**src/rtl/sram_like_arbiter_if.sv**
```systemverilog
// sram_like_arbiter_if
//   One sram-like channel: request fields flow master -> slave, ok strobes
//   and read data flow slave -> master.
//   master : drives req/wr/size/addr/wdata, receives rdata/addr_ok/data_ok
//   slave  : receives req/wr/size/addr/wdata, drives rdata/addr_ok/data_ok
interface sram_like_arbiter_if;
    logic        req;
    logic        wr;
    logic [1:0]  size;
    logic [31:0] addr;
    logic [31:0] wdata;
    logic [31:0] rdata;
    logic        addr_ok;
    logic        data_ok;

    modport master (
        output req, wr, size, addr, wdata,
        input  rdata, addr_ok, data_ok
    );

    modport slave (
        input  req, wr, size, addr, wdata,
        output rdata, addr_ok, data_ok
    );
endinterface

```
**src/rtl/sram_like_arbiter.sv**
```systemverilog
// sram_like_arbiter
//   Shares a single sram-like bus port between the CPU instruction and data
//   ports, one transaction at a time (address phase, then data phase).
//   Data has fixed priority; a starvation counter forces an instruction grant
//   after STARVE_LIMIT consecutive data grants made while inst_req was pending.
// Ports:
//   clk      : clock, all state updates on the rising edge
//   rstn     : synchronous active-low reset
//   inst_if  : instruction requester (slave side of its channel)
//   data_if  : data requester (slave side of its channel)
//   bus_if   : bus bridge (master side of the shared channel)
//   busy     : high whenever a transaction is in progress
//   owner    : 0 = inst, 1 = data; meaningful while busy
//
// state | meaning
// ------+--------------------------------------------------------------
// IDLE  | no transaction; arbitrate and latch the owner on a request
// ADDR  | owner's request fields drive the bus, wait for bus_addr_ok
// DATA  | address accepted, wait for bus_data_ok and return rdata
module sram_like_arbiter #(
    parameter int STARVE_LIMIT = 4,
    parameter int CNT_W        = 4
) (
    input  logic                       clk,
    input  logic                       rstn,
    sram_like_arbiter_if.slave         inst_if,
    sram_like_arbiter_if.slave         data_if,
    sram_like_arbiter_if.master        bus_if,
    output logic                       busy,
    output logic                       owner
);

    typedef enum logic [1:0] {
        S_IDLE = 2'd0,
        S_ADDR = 2'd1,
        S_DATA = 2'd2
    } state_t;

    localparam logic [CNT_W-1:0] LIMIT = CNT_W'(STARVE_LIMIT);

    state_t           state_q, state_d;
    logic             owner_q, owner_d;
    logic [CNT_W-1:0] starve_cnt_q, starve_cnt_d;

    logic own_req;
    logic grant_data;

    assign own_req    = owner_q ? data_if.req : inst_if.req;
    // Data wins unless inst is also waiting and has been passed over too often.
    assign grant_data = data_if.req && (!inst_if.req || (starve_cnt_q < LIMIT));

    always_ff @(posedge clk) begin
        if (!rstn) begin
            state_q      <= S_IDLE;
            owner_q      <= 1'b0;
            starve_cnt_q <= '0;
        end else begin
            state_q      <= state_d;
            owner_q      <= owner_d;
            starve_cnt_q <= starve_cnt_d;
        end
    end

    always_comb begin
        state_d      = state_q;
        owner_d      = owner_q;
        starve_cnt_d = starve_cnt_q;
        case (state_q)
            S_IDLE: begin
                if (inst_if.req || data_if.req) begin
                    state_d = S_ADDR;
                    owner_d = grant_data;
                    if (grant_data && inst_if.req) begin
                        starve_cnt_d = (starve_cnt_q >= LIMIT) ? LIMIT
                                                               : starve_cnt_q + CNT_W'(1);
                    end else begin
                        starve_cnt_d = '0;
                    end
                end
            end
            S_ADDR: begin
                if (own_req && bus_if.addr_ok) begin
                    state_d = S_DATA;
                end else if (!own_req) begin
                    // Owner withdrew before acceptance: abandon without a bus cycle.
                    state_d = S_IDLE;
                end
            end
            S_DATA: begin
                if (bus_if.data_ok) begin
                    state_d = S_IDLE;
                end
            end
            default: state_d = S_IDLE;
        endcase
    end

    // Outputs are held at zero while rstn is low so that reset silences
    // both ports immediately, including a transaction caught mid-flight.
    always_comb begin
        bus_if.req      = 1'b0;
        bus_if.wr       = 1'b0;
        bus_if.size     = 2'd0;
        bus_if.addr     = 32'd0;
        bus_if.wdata    = 32'd0;
        inst_if.rdata   = 32'd0;
        inst_if.addr_ok = 1'b0;
        inst_if.data_ok = 1'b0;
        data_if.rdata   = 32'd0;
        data_if.addr_ok = 1'b0;
        data_if.data_ok = 1'b0;
        busy            = 1'b0;
        owner           = 1'b0;
        if (rstn) begin
            owner = owner_q;
            case (state_q)
                S_ADDR: begin
                    busy = 1'b1;
                    if (owner_q) begin
                        bus_if.req      = data_if.req;
                        bus_if.wr       = data_if.wr;
                        bus_if.size     = data_if.size;
                        bus_if.addr     = data_if.addr;
                        bus_if.wdata    = data_if.wdata;
                        data_if.addr_ok = bus_if.addr_ok;
                    end else begin
                        bus_if.req      = inst_if.req;
                        bus_if.wr       = inst_if.wr;
                        bus_if.size     = inst_if.size;
                        bus_if.addr     = inst_if.addr;
                        bus_if.wdata    = inst_if.wdata;
                        inst_if.addr_ok = bus_if.addr_ok;
                    end
                end
                S_DATA: begin
                    busy = 1'b1;
                    if (owner_q) begin
                        data_if.data_ok = bus_if.data_ok;
                        data_if.rdata   = bus_if.rdata;
                    end else begin
                        inst_if.data_ok = bus_if.data_ok;
                        inst_if.rdata   = bus_if.rdata;
                    end
                end
                default: ;
            endcase
        end
    end

endmodule

```
**src/flat_wrapper.sv**
```systemverilog
// flat-port wrapper written by rule: the top's interface ports become plain ports
module sram_like_arbiter_flat 
#(
    parameter int STARVE_LIMIT = 4,
    parameter int CNT_W        = 4
)
  (clk, rstn, busy, owner, inst_if_req, inst_if_wr, inst_if_size, inst_if_addr, inst_if_wdata, inst_if_rdata, inst_if_addr_ok, inst_if_data_ok, data_if_req, data_if_wr, data_if_size, data_if_addr, data_if_wdata, data_if_rdata, data_if_addr_ok, data_if_data_ok, bus_if_req, bus_if_wr, bus_if_size, bus_if_addr, bus_if_wdata, bus_if_rdata, bus_if_addr_ok, bus_if_data_ok);
  sram_like_arbiter_if inst_if_i ();
  sram_like_arbiter_if data_if_i ();
  sram_like_arbiter_if bus_if_i ();
  input  logic clk;
  input  logic rstn;
  output logic busy;
  output logic owner;
  input wire logic [$bits(inst_if_i.req)-1:0] inst_if_req;
  input wire logic [$bits(inst_if_i.wr)-1:0] inst_if_wr;
  input wire logic [$bits(inst_if_i.size)-1:0] inst_if_size;
  input wire logic [$bits(inst_if_i.addr)-1:0] inst_if_addr;
  input wire logic [$bits(inst_if_i.wdata)-1:0] inst_if_wdata;
  output wire logic [$bits(inst_if_i.rdata)-1:0] inst_if_rdata;
  output wire logic [$bits(inst_if_i.addr_ok)-1:0] inst_if_addr_ok;
  output wire logic [$bits(inst_if_i.data_ok)-1:0] inst_if_data_ok;
  input wire logic [$bits(data_if_i.req)-1:0] data_if_req;
  input wire logic [$bits(data_if_i.wr)-1:0] data_if_wr;
  input wire logic [$bits(data_if_i.size)-1:0] data_if_size;
  input wire logic [$bits(data_if_i.addr)-1:0] data_if_addr;
  input wire logic [$bits(data_if_i.wdata)-1:0] data_if_wdata;
  output wire logic [$bits(data_if_i.rdata)-1:0] data_if_rdata;
  output wire logic [$bits(data_if_i.addr_ok)-1:0] data_if_addr_ok;
  output wire logic [$bits(data_if_i.data_ok)-1:0] data_if_data_ok;
  output wire logic [$bits(bus_if_i.req)-1:0] bus_if_req;
  output wire logic [$bits(bus_if_i.wr)-1:0] bus_if_wr;
  output wire logic [$bits(bus_if_i.size)-1:0] bus_if_size;
  output wire logic [$bits(bus_if_i.addr)-1:0] bus_if_addr;
  output wire logic [$bits(bus_if_i.wdata)-1:0] bus_if_wdata;
  input wire logic [$bits(bus_if_i.rdata)-1:0] bus_if_rdata;
  input wire logic [$bits(bus_if_i.addr_ok)-1:0] bus_if_addr_ok;
  input wire logic [$bits(bus_if_i.data_ok)-1:0] bus_if_data_ok;
  assign inst_if_i.req = inst_if_req;
  assign inst_if_i.wr = inst_if_wr;
  assign inst_if_i.size = inst_if_size;
  assign inst_if_i.addr = inst_if_addr;
  assign inst_if_i.wdata = inst_if_wdata;
  assign inst_if_rdata = inst_if_i.rdata;
  assign inst_if_addr_ok = inst_if_i.addr_ok;
  assign inst_if_data_ok = inst_if_i.data_ok;
  assign data_if_i.req = data_if_req;
  assign data_if_i.wr = data_if_wr;
  assign data_if_i.size = data_if_size;
  assign data_if_i.addr = data_if_addr;
  assign data_if_i.wdata = data_if_wdata;
  assign data_if_rdata = data_if_i.rdata;
  assign data_if_addr_ok = data_if_i.addr_ok;
  assign data_if_data_ok = data_if_i.data_ok;
  assign bus_if_req = bus_if_i.req;
  assign bus_if_wr = bus_if_i.wr;
  assign bus_if_size = bus_if_i.size;
  assign bus_if_addr = bus_if_i.addr;
  assign bus_if_wdata = bus_if_i.wdata;
  assign bus_if_i.rdata = bus_if_rdata;
  assign bus_if_i.addr_ok = bus_if_addr_ok;
  assign bus_if_i.data_ok = bus_if_data_ok;
  sram_like_arbiter #(.STARVE_LIMIT(STARVE_LIMIT), .CNT_W(CNT_W)) u_core (.clk(clk), .rstn(rstn), .inst_if(inst_if_i), .data_if(data_if_i), .bus_if(bus_if_i), .busy(busy), .owner(owner));
endmodule
```
**config.mk**
```make
export PLATFORM = sky130hd
export DESIGN_NAME = sram_like_arbiter_flat
export DESIGN_NICKNAME = d
export VERILOG_FILES = /design/src/rtl/sram_like_arbiter_if.sv /design/src/rtl/sram_like_arbiter.sv /design/src/flat_wrapper.sv
export SDC_FILE = /design/constraint.sdc
export NUM_CORES = 1
export LEC_CHECK = 0
export BUFFER_PORTS_ARGS = -buffer_cell sky130_fd_sc_hd__buf_2
export CORE_AREA = 3 3 118 120
export CTS_BUF_LIST = sky130_fd_sc_hd__clkbuf_8 sky130_fd_sc_hd__clkbuf_16
export DETAILED_ROUTE_END_ITERATION = 8
export DIE_AREA = 0 0 121 123
export PLACE_DENSITY = 0.51
export SLEW_MARGIN = 20
export SYNTH_ARGS = -nofsm -noshare
export SYNTH_HDL_FRONTEND = slang
export SYNTH_SLANG_ARGS = --single-unit
```
**constraint.sdc**
```tcl
create_clock -name clk -period 2.7 [get_ports clk]
set_input_delay 0.675 -clock clk [delete_from_list [all_inputs] [get_ports clk]]
set_output_delay 0.675 -clock clk [all_outputs]
set_load 0.01 [all_outputs]
```
# == Yosys cells after proc, flatten, opt, wreduce, memory -nomap -nowiden ==
# Index checks and enable logic that the tools add are counted.
# classes
n_mux,43
eq_ne,5
n_reduce_logical,10
add_sub_neg,1
order_cmp,2
# ops
cell,count
32-bit two-way mux,12
1-bit two-way mux,21
2-bit two-way mux,7
4-bit two-way mux,2
2-bit case mux with 3 select lines,1
4-bit by 1-bit adder with 4-bit output (second input constant),1
4-bit by 3-bit >= comparator with 1-bit output (second input constant),1
4-bit by 3-bit less-than comparator with 1-bit output (second input constant),1
1-bit logical AND,3
3-bit != test (second input constant),1
3-bit AND reduction,1
2-bit by 1-bit equality test with 1-bit output (second input constant),1
2-bit equality test (second input constant),1
2-bit logical NOT,1
1-bit logical OR,2
2-bit by 1-bit != test with 1-bit output (second input constant),1
2-bit != test (second input constant),1
2-bit AND reduction,1
2-bit OR reduction,1
1-bit logical NOT,1
# word_totals
wordCells,64
regBits,7

# == Logic depth before layout (Yosys ltp) ==
# logic_depth
depth_word,5
mapped_depth,6
ltp_nobuf,5

# == Least setup slack after synthesis ==
# No wires, ideal clock.
# synth_path
kind,input port to output port
from,input port rstn
to,output port bus_if_wdata[21]
n_path_buf,2
slack_ps,686
required_ps,2025
path_stages,4
arrival_ps,1339
path_cell_list,nand2_1 -> buf_2 -> clkbuf_1 -> nor2_1
# synth_between
elab_chain_cells,1
# synth_rtl
element,line,text
"start, declared",flat_wrapper.sv:12,input logic rstn;
32-bit two-way mux,sram_like_arbiter.sv:114,if (rstn) begin
"end, declared",flat_wrapper.sv:35,output wire logic [$bits(bus_if_i.wdata)-1:0] bus_if_wdata;
# Every way passes these cells.

# == Worst setup path in the final report ==
# layout_path
from,register u_core.state_q[1]
to,output port bus_if_wdata[2]
# layout_between
elab_chain_cells,3
# layout_rtl
element,line,text
"start, declared",sram_like_arbiter.sv:41,"state_t state_q, state_d;"
"start signal, assigned",sram_like_arbiter.sv:58,state_q <= state_d;
2-bit by 1-bit equality test with 1-bit output,sram_like_arbiter.sv:116,case (state_q)
32-bit two-way mux,sram_like_arbiter.sv:116,
32-bit two-way mux,sram_like_arbiter.sv:114,
# Every way passes these cells.

==> results_dict.tcl <==
set metrics [dict create \
    final_nets 779 \
    grt.total_usage 0.106 \
    vias 3068 \
    wire_per_inst_microns 11.9 \
    grt-ovfl-total 0 \
    cts_tree "yes" \
    status "complete, no violations" \
    placed_area_sq_mm 0.00358 \
    cts-root-buf "clkbuf_16" \
    dp_hpwl_microns 7840 \
    synthesis.area_sq_mm 0.00185 \
    wirelength_microns 9280 \
    p_sw_mw 0.441 \
    initial_core_util 0.142 \
    p_leak_nw 2.14 \
    fin_crit_sh 0.842 \
    switching_share 0.408 \
    setup_violations 0 \
    cts_buffer_depth 2 \
    syn_inst 308 \
    antenna_found_initial 0 \
    ant_nets 0 \
    min_period_ps 2270 \
    drive_gt1_frac 0.540 \
    rsz0062_at_grt "false" \
    r2r_slack_ps 1240 \
    syn_area_per_cell_sq_um 6.02 \
    postCtsHoldBufs 0 \
    cp.required_ps 2030 \
    yosysSeqAreaShare 0.0756 \
    cts_resized 0 \
    worst_slew_pin_slew_ps 422 \
    rows 42 \
    syn_nets 484 \
    worst_slack_ps 427 \
    end_kind "output pin" \
    finalClockSkew_ps 2.76 \
    hold_depth 2 \
    ir_drop_uv 167 \
    report.final.slew_viol_count 0 \
    ys_types 28 \
    die_area_sq_mm 0.0149 \
    r2r-end "u_core.state_q[1]$_SDFFE_PN0P_" \
    grt_pass1_wl_microns 13000 \
    p_total_mw 1.08 \
    crit_arrival_ps 1600 \
    tns_ps 0 \
    io_pins 310 \
    cts.sinks 7 \
    fin_area_sq_mm 0.00366 \
    holdPathEnd "u_core.starve_cnt_q[0]$_SDFFE_PN0P_" \
    cts_max_level 1 \
    drt_iter0_markers 76 \
    final_cell_mix "buf_2, nor2_1, mux2i_1" \
    clockPowerShare 0.229 \
    max_freq_ghz 0.440 \
    synth-seq-cells 7 \
    hold_violations 0 \
    antenna_cells 0 \
    crit_type "reg2out" \
    yosys-top-cells-area "mux2i_1, nor2_1, nand2_1, dfxtp_1, buf_2" \
    yosysTopAreaCellShare 0.367 \
    whs_ps 471 \
    yosys_warnings 0 \
    power.internal_mw 0.641 \
    maxSlewHeadroom 0.718 \
    fin_util 0.280 \
    cts_buffers 3 \
    clkLatencyLatePin_ps 230 \
    drcViolationCount 0 \
    r2r-start "u_core.state_q[0]$_SDFFE_PN0P_" \
    min-delay-start "u_core.starve_cnt_q[0]$_SDFFE_PN0P_" \
    power.share.sequential 0.119 \
    place.gp.congestion 0.724 \
    grt_max_degree 68 \
    die_y_microns 123 \
    via_per_inst 3.94 \
    power_density_mw_per_mm2 296 \
    maxCapViolations 0 \
    layout_commonest_cell "buf_2" \
    critPathLaunchType "flop" \
    pwr-share-comb 0.652 \
    clkTransAtPathRegs_ps 40 \
    io_buffers 309 \
    dpl_worst_slack_ps 481 \
    numPlacedInstances 774 \
    fin_cells 778 \
    grt_pass1_vias 2635 \
    dr.pass1.iters 4 \
    hold_class "reg2reg" \
    reg2regPathDepth 5 \
    cts_setup_buffers 0 \
    crit_fanout 67 \
    synth_top_cell_by_area "mux2i_1" \
    area_delta_synth_final_pct 97.4 \
    coreArea_sq_mm 0.0131 \
    die_x_microns 121 \
]
## state kept, by name (all words and copies together) (netlist names)
name                 count
u_core.owner_q           1
u_core.starve_cnt_q      4
u_core.state_q           2
## worst max-delay path, stage by stage (launching register included)
cell and delay (ps):
dfxtp_1 310, inv_1 90, ha_1 290, nand2_2 100, buf_12 200, nor2_1 190, buf_2 160
## cells in the mapped netlist
cell type	n
buf_4	2
mux2i_1	68
inv_1	3
buf_1	3
ha_1	4
clkbuf_1	9
buf_6	1
buf_2	12
and4bb_1	1
and3_1	2
nand3b_1	1
and2_1	1
o21ai_0	1
nor2_1	135
nand2b_1	1
dfxtp_1	7
a32oi_1	3
o21ai_1	1
a211oi_1	1
a211oi_2	1
nor3b_1	1
a21boi_1	1
mux2_4	1
nand2_1	40
nor2b_1	5
o31ai_1	1
and3b_1	1
inv_2	1
## layer usage
layer	part of all wire	global-route usage
met1	0.39	0.129
met2	0.50	0.196
met3	0.10	0.0188
met4	0.0083	0.0212
met5	0	0
## power groups by stage
stage               Clock, mW  Combinational [mW]  Sequential [mW]
detailed placement          0               0.715            0.132
finish                  0.248               0.705            0.129
global placement            0               0.716            0.132
floorplan                   0               0.432            0.119
CTS                     0.255               0.718            0.130
global route            0.259               0.782            0.132
## worst max path at each step
| stage | slack, ps | depth (start not counted) | endpoint | startpoint |
|---|---|---|---|---|
| 2_1_floorplan | 690 | 4 | bus_if_wdata[21] | rstn |
| 3_3_place_gp | 470 | 5 | bus_if_wdata[17] | rstn |
| 3_5_place_dp | 480 | 5 | bus_if_wdata[2] | rstn |
| 4_1_cts | 420 | 6 | bus_if_wdata[2] | u_core.state_q[1]$_SDFFE_PN0P_ |
| 5_1_grt | 290 | 6 | bus_if_wdata[2] | u_core.state_q[1]$_SDFFE_PN0P_ |
| 6_report | 430 | 6 | bus_if_wdata[2] | u_core.state_q[1]$_SDFFE_PN0P_ |
## logic make-up after synthesis
kind of cell / share of synthesized area
and+or+nand+nor: 0.404
buffers and inverters: 0.0790
DFF: 0.0756
adders and majority gates: 0.0270
AOI/OAI and AO/OA: 0.0385
muxes: 0.375
## area by class of cell
type	count	area (sq um)
fill	1479	9430
timing repair buffer	317	1630
multi-input combinational	270	1570
tap	176	220
sequential	7	144
clock buffer	3	75.1
inverter	4	15.0
clock inverter	1	3.75
Note: power is estimated with default switching activity, not from simulation.
